File: config.mk
export PLATFORM = sky130hd
export DESIGN_NAME = pc_ctrl_flat
export DESIGN_NICKNAME = d
export VERILOG_FILES = /design/src/rtl/pc_ctrl_if.sv /design/src/rtl/pc_ctrl.sv /design/src/flat_wrapper.sv
export SDC_FILE = /design/constraint.sdc
export NUM_CORES = 1
export LEC_CHECK = 0
export ABC_CLOCK_PERIOD_IN_PS = 2200
export CAP_MARGIN = 20
export CORE_MARGIN = 2
export CORE_UTILIZATION = 60
export CTS_CLUSTER_SIZE = 40
export DETAILED_ROUTE_END_ITERATION = 10
export PLACE_DENSITY = 0.78
export SETUP_SLACK_MARGIN = 0.5
export SKIP_LAST_GASP = 1
export SLEW_MARGIN = 20
export SYNTH_ARGS = -nofsm -noshare
export SYNTH_HDL_FRONTEND = slang
export SYNTH_SLANG_ARGS = --single-unit
File: constraint.sdc
create_clock -name clk -period 2.2 [get_ports clk]
set_input_delay 0.33 -clock clk [delete_from_list [all_inputs] [get_ports clk]]
set_output_delay 0.33 -clock clk [all_outputs]
set_load 0.05 [all_outputs]
File: src/rtl/pc_ctrl_if.sv
// Harness-facing bundle for pc_ctrl: control pulses, decode flags, LUT write port, status outputs.
// Latency: none, this is wiring only.
// Backpressure: none; stall is carried as a plain level from the harness.
`timescale 1ns/1ps
interface pc_ctrl_if #(
    parameter int PC_W   = 10,
    parameter int LUT_AW = 4
);
    logic              start;
    logic              stall;
    logic              halt_req;
    logic              branch;
    logic              taken;
    logic [LUT_AW-1:0] lut_idx;
    logic              lut_we;
    logic [LUT_AW-1:0] lut_waddr;
    logic [PC_W-1:0]   lut_wdata;
    logic [PC_W-1:0]   pc;
    logic              running;
    logic              done;
    logic [15:0]       instr_count;

    // Harness side: drives control/decode/LUT writes, observes status.
    modport master (
        output start, stall, halt_req, branch, taken, lut_idx,
               lut_we, lut_waddr, lut_wdata,
        input  pc, running, done, instr_count
    );

    // Controller side.
    modport slave (
        input  start, stall, halt_req, branch, taken, lut_idx,
               lut_we, lut_waddr, lut_wdata,
        output pc, running, done, instr_count
    );
endinterface

File: src/rtl/pc_ctrl.sv
// Program counter with branch-target LUT, IDLE/RUN/DONE handshake and saturating retired count.
// Latency: pc/state/count change one cycle after the sampling edge; LUT read is combinational.
// Backpressure: stall freezes pc, count and state in RUN; no ready is returned to the harness.
`timescale 1ns/1ps
module pc_ctrl #(
    parameter int PC_W   = 10,
    parameter int LUT_AW = 4
) (
    input  logic         clk,
    input  logic         reset,
    pc_ctrl_if.slave     bus
);
    typedef enum logic [1:0] {S_IDLE, S_RUN, S_DONE} state_t;

    state_t            r_state;
    state_t            w_state_nxt;
    logic [PC_W-1:0]   r_pc;
    logic [PC_W-1:0]   w_pc_nxt;
    logic [15:0]       r_cnt;
    logic [15:0]       w_cnt_nxt;
    logic [15:0]       w_cnt_inc;
    logic [PC_W-1:0]   r_lut [2**LUT_AW];
    logic [PC_W-1:0]   w_target;

    // The branch reads the LUT before this edge's write lands, so a same-index
    // write and taken branch resolve to the old target.
    assign w_target  = r_lut[bus.lut_idx];
    assign w_cnt_inc = (r_cnt == 16'hFFFF) ? r_cnt : r_cnt + 16'd1;

    // Next-state, next-pc and next-count selection for the three-state controller.
    always_comb begin
        w_state_nxt = r_state;
        w_pc_nxt    = r_pc;
        w_cnt_nxt   = r_cnt;
        case (r_state)
            S_IDLE, S_DONE: begin
                if (bus.start) begin
                    w_state_nxt = S_RUN;
                    w_pc_nxt    = '0;
                    w_cnt_nxt   = '0;
                end
            end
            S_RUN: begin
                if (!bus.stall) begin
                    w_cnt_nxt = w_cnt_inc;
                    if (bus.halt_req) begin
                        w_state_nxt = S_DONE;
                    end else if (bus.branch && bus.taken) begin
                        w_pc_nxt = w_target;
                    end else begin
                        w_pc_nxt = r_pc + PC_W'(1);
                    end
                end
            end
            default: begin
                w_state_nxt = S_IDLE;
                w_pc_nxt    = '0;
                w_cnt_nxt   = '0;
            end
        endcase
    end

    // State, pc and count registers; reset aborts a run with no partial update.
    always_ff @(posedge clk or negedge reset) begin
        if (!reset) begin
            r_state <= S_IDLE;
            r_pc    <= '0;
            r_cnt   <= '0;
        end else begin
            r_state <= w_state_nxt;
            r_pc    <= w_pc_nxt;
            r_cnt   <= w_cnt_nxt;
        end
    end

    // Branch-target LUT: writable in any state, cleared on reset.
    always_ff @(posedge clk or negedge reset) begin
        if (!reset) begin
            for (int i = 0; i < 2**LUT_AW; i++) begin
                r_lut[i] <= '0;
            end
        end else if (bus.lut_we) begin
            r_lut[bus.lut_waddr] <= bus.lut_wdata;
        end
    end

    assign bus.pc          = r_pc;
    assign bus.running     = (r_state == S_RUN);
    assign bus.done        = (r_state == S_DONE);
    assign bus.instr_count = r_cnt;
endmodule

File: src/flat_wrapper.sv
// flat-port wrapper written by rule: the top's interface ports become plain ports
module pc_ctrl_flat 
#(
    parameter int PC_W   = 10,
    parameter int LUT_AW = 4
)
  (clk, reset, bus_start, bus_stall, bus_halt_req, bus_branch, bus_taken, bus_lut_idx, bus_lut_we, bus_lut_waddr, bus_lut_wdata, bus_pc, bus_running, bus_done, bus_instr_count);
  pc_ctrl_if #(.PC_W(PC_W), .LUT_AW(LUT_AW)) bus_i ();
  input  logic clk;
  input  logic reset;
  input wire logic [$bits(bus_i.start)-1:0] bus_start;
  input wire logic [$bits(bus_i.stall)-1:0] bus_stall;
  input wire logic [$bits(bus_i.halt_req)-1:0] bus_halt_req;
  input wire logic [$bits(bus_i.branch)-1:0] bus_branch;
  input wire logic [$bits(bus_i.taken)-1:0] bus_taken;
  input wire logic [$bits(bus_i.lut_idx)-1:0] bus_lut_idx;
  input wire logic [$bits(bus_i.lut_we)-1:0] bus_lut_we;
  input wire logic [$bits(bus_i.lut_waddr)-1:0] bus_lut_waddr;
  input wire logic [$bits(bus_i.lut_wdata)-1:0] bus_lut_wdata;
  output wire logic [$bits(bus_i.pc)-1:0] bus_pc;
  output wire logic [$bits(bus_i.running)-1:0] bus_running;
  output wire logic [$bits(bus_i.done)-1:0] bus_done;
  output wire logic [$bits(bus_i.instr_count)-1:0] bus_instr_count;
  assign bus_i.start = bus_start;
  assign bus_i.stall = bus_stall;
  assign bus_i.halt_req = bus_halt_req;
  assign bus_i.branch = bus_branch;
  assign bus_i.taken = bus_taken;
  assign bus_i.lut_idx = bus_lut_idx;
  assign bus_i.lut_we = bus_lut_we;
  assign bus_i.lut_waddr = bus_lut_waddr;
  assign bus_i.lut_wdata = bus_lut_wdata;
  assign bus_pc = bus_i.pc;
  assign bus_running = bus_i.running;
  assign bus_done = bus_i.done;
  assign bus_instr_count = bus_i.instr_count;
  pc_ctrl #(.PC_W(PC_W), .LUT_AW(LUT_AW)) u_core (.clk(clk), .reset(reset), .bus(bus_i));
endmodule
==> flow_metrics.py <==
metrics = {
    "layout": {
        "syn2layout_area_growth_pct": 24.4,
        "fillers": 863,
        "drive_above_1_share_pct": 49.5,
        "antenna_cells": 0,
        "final_nets": 782,
        "final_cells": 951,
    },
    "logic_synthesis": {
        "ys_top_cells_by_count": "188 x dfrtp_1, 161 x mux2_2, 41 x mux4_2",
        "synth_edf_count": 0,
        "async_flop_share_pct": 100,
        "syn_nets": 657,
        "netlist_instances": 629,
        "synthDistinctLibCells": 54,
        "yosysSeqAreaShare_pct": 53.2,
        "syn_avg_cell_area_um2": 14.0,
        "netlist.area_leader.share_pct": 53.2,
        "ys_ff_latch": 188,
        "synthTopCellsByArea": "dfrtp_1 53%, mux2_2 21%, mux4_2 10%",
        "synth_most_common_cell": "dfrtp_1",
        "ys.warnings.count": 0,
        "synth_area_um2": 8840,
        "ys.flop_type": "dfrtp_1",
        "yosys.area.top_type": "dfrtp_1",
    },
    "global_routing": {
        "grt_pass1_wl_um": 35300,
        "grt_max_degree": 76,
        "antenna_found_initial": 0,
        "grt_pass1_vias": 6321,
        "gr-usage-all-layers_pct": 29.3,
        "grt_overflow": 0,
    },
    "timing": {
        "hold_violations": 0,
        "drv_slew": 0,
        "min_period_ns": 1.77,
        "min_period_over_period_pct": 80.6,
        "clock_skew_ns": 0.00964,
        "slew_headroom_pct": 56.6,
        "max_freq_mhz": 564,
        "setup_viol": 0,
        "tightest_slew_ns": 0.651,
        "rsz0062_at_grt": "true",
        "fin_ws_ns": 0.427,
    },
    "floorplan": {
        "core_um2": 14500,
        "start_util_pct": 61.0,
        "die_h_um": 125,
        "rows": 44,
        "io_pins": 54,
        "dieArea_um2": 15700,
        "fp.dieW_um": 125,
    },
    "place": {
        "dp.cells": 883,
        "io_buffers": 53,
        "place_congestion": 0.839,
        "dp_hpwl_um": 14400,
        "dp_slack_ns": -0.113,
    },
    "setup_path": {
        "crit_chain": "buf_4, nor2b_1, clkbuf_2",
        "slowest_stage": "dfrtp_2",
        "crit_required_ns": 1.87,
        "critPathKind": "reg2out",
        "critPathMaxFanout": 5,
        "cp_slowest_stage_delay_ns": 0.46,
        "cp_data_arrival_time_ns": 1.44,
        "endpoint_kind": "primary output",
        "startpoint_type": "flop",
    },
    "routing": {
        "postRouteWirelength_um": 22300,
        "via_count": 6092,
        "detail-route-antenna-nets": 0,
        "drtIter0Drc": 603,
        "drc": 0,
        "routedWlPerCell_um": 23.4,
        "vias_per_cell": 6.41,
        "firstDrtPassIters": 5,
    },
    "clocking": {
        "clockBufferDepth": 2,
        "insertion_delay_ns": 0.44,
        "clkSlewWorstSetupHoldPaths_ns": 0.07,
        "cts_made_buffers": 17,
        "numClockSinks": 188,
        "cts-htree-levels": 4,
        "cts_tree": "built",
        "cts-root-buf": "clkbuf_16",
    },
    "run": {
        "max_cap_viol_count": 0,
    },
    "power_and_ir_drop": {
        "swShare_pct": 28.3,
        "pwr-share-clk_pct": 30.4,
        "cellInternalPower_uw": 7300,
        "p_switching_uw": 2880,
        "seq_power_share_pct": 45.6,
        "power.leakage_uw": 0.00471,
        "power.density_nw_per_um2": 926,
        "ir_drop_uv": 715,
        "comb_power_share_pct": 24.0,
    },
    "run_status": {
        "outcome": "completed",
    },
    "min_path": {
        "hp-class": "in2async",
    },
}
[layout make-up]
class | instances | area [um2] | area share [%]
clock inverters | 9 | 109 | 0.990
multi-input cells | 402 | 4120 | 37.5
repair buffers | 139 | 1300 | 11.8
well taps | 184 | 230 | 2.09
clock buffers | 23 | 478 | 4.35
inverters | 6 | 30.0 | 0.273
flip-flops and latches | 188 | 4720 | 43.0
[routing by layer]
| metal | vias up | wire length (um) | share of wire (%) | track usage (%) |
|---|---|---|---|---|
| met5 | - | 0 | 0 | 0 |
| met4 | 0 | 476 | 2.1 | 9.28 |
| li1 | 2611 | - | - | - |
| met3 | 49 | 1460 | 6.5 | 7.92 |
| met2 | 246 | 11200 | 50 | 48.0 |
| met1 | 3186 | 9120 | 41 | 38.9 |
[through the flow]
step           instance area (um2)  power [uW]  hold slack, ns  utilization, %  TNS [ns]
2_1_floorplan                 8970        6130          0.0344               -         0
3_3_place_gp                  9980        6710           0.314            69.0    -0.119
3_5_place_dp                  9980        6860           0.325            69.0    -0.116
4_1_cts                      10700       10000           0.438            74.2         0
5_1_grt                      11000       10600           0.463            75.9         0
6_report                     11000       10200           0.413            75.9         0
[power groups by stage]
stage | combinational [uW] | clock [uW] | sequential [uW]
after detailed placement | 2190 | 0 | 4680
final | 2440 | 3100 | 4640
after global routing | 2610 | 3250 | 4710
after floorplan | 1510 | 0 | 4620
after CTS | 2290 | 3110 | 4620
after global placement | 2100 | 0 | 4610
[cells in the final DEF, fill, tap and decap left out, drive strengths merged, types with 6 or more instances in the layout]
cell type	n
nand2b	9
mux2	161
o21ai	27
mux4	41
clkdlybuf4s50	20
a21oi	12
nor2	26
and2	8
inv	9
nand3	6
dfrtp	188
nand2	26
clkdlybuf4s15	21
buf	87
clkbuf	29
nor2b	6
mux2i	7
[logic make-up after synthesis]
| kind of cell | synth area share [%] |
|---|---|
| flip-flops | 53.2 |
| buffers and inverters | 2.00 |
| adder cells (fa/ha/maj) | 0.283 |
| AO/OA/AOI/OAI | 5.61 |
| XOR/XNOR | 0.595 |
| AND/OR/NAND/NOR | 6.53 |
| multiplexers | 31.8 |
[final timing paths]
check	from	depth (start not counted)	to	slack, ns
max in group asynchronous	reset	3	u_core.r_lut[106]	1.01
worst min register to register	u_core.r_lut[37]	1	u_core.r_lut[37]	0.50
min in group clk	bus_lut_idx[1]	5	u_core.bus.pc[8]	0.42
worst max register to register	u_core.r_state[1]	6	u_core.bus.instr_count[15]	0.43
worst max-delay path	u_core.r_state[0]	3	bus_done	0.43
worst min-delay path	reset	2	u_core.bus.instr_count[9]	0.41
[flip-flops by register name (all words and copies together) (netlist names)]
| register | count |
|---|---|
| u_core.r_lut | 160 |
| u_core.bus.instr_count | 16 |
| u_core.bus.pc | 10 |
| u_core.r_state | 2 |
[worst max-delay path: cells and delay by family, from the launching register on]
| family | cells | cell delay (ns) |
|---|---|---|
| simple gates | 1 | 0.11 |
| buf+inv | 2 | 0.44 |
| flops | 1 | 0.46 |
[timing repair]
action	CTS	global route
buffers inserted	9	25
resized for setup	77	29
endpoints found under the hold margin	48	0
cloned	1	0
pin swaps	2	6
hold buffers	1	0
setup endpoints to repair	62	26
(Power assumes the default switching activity.)
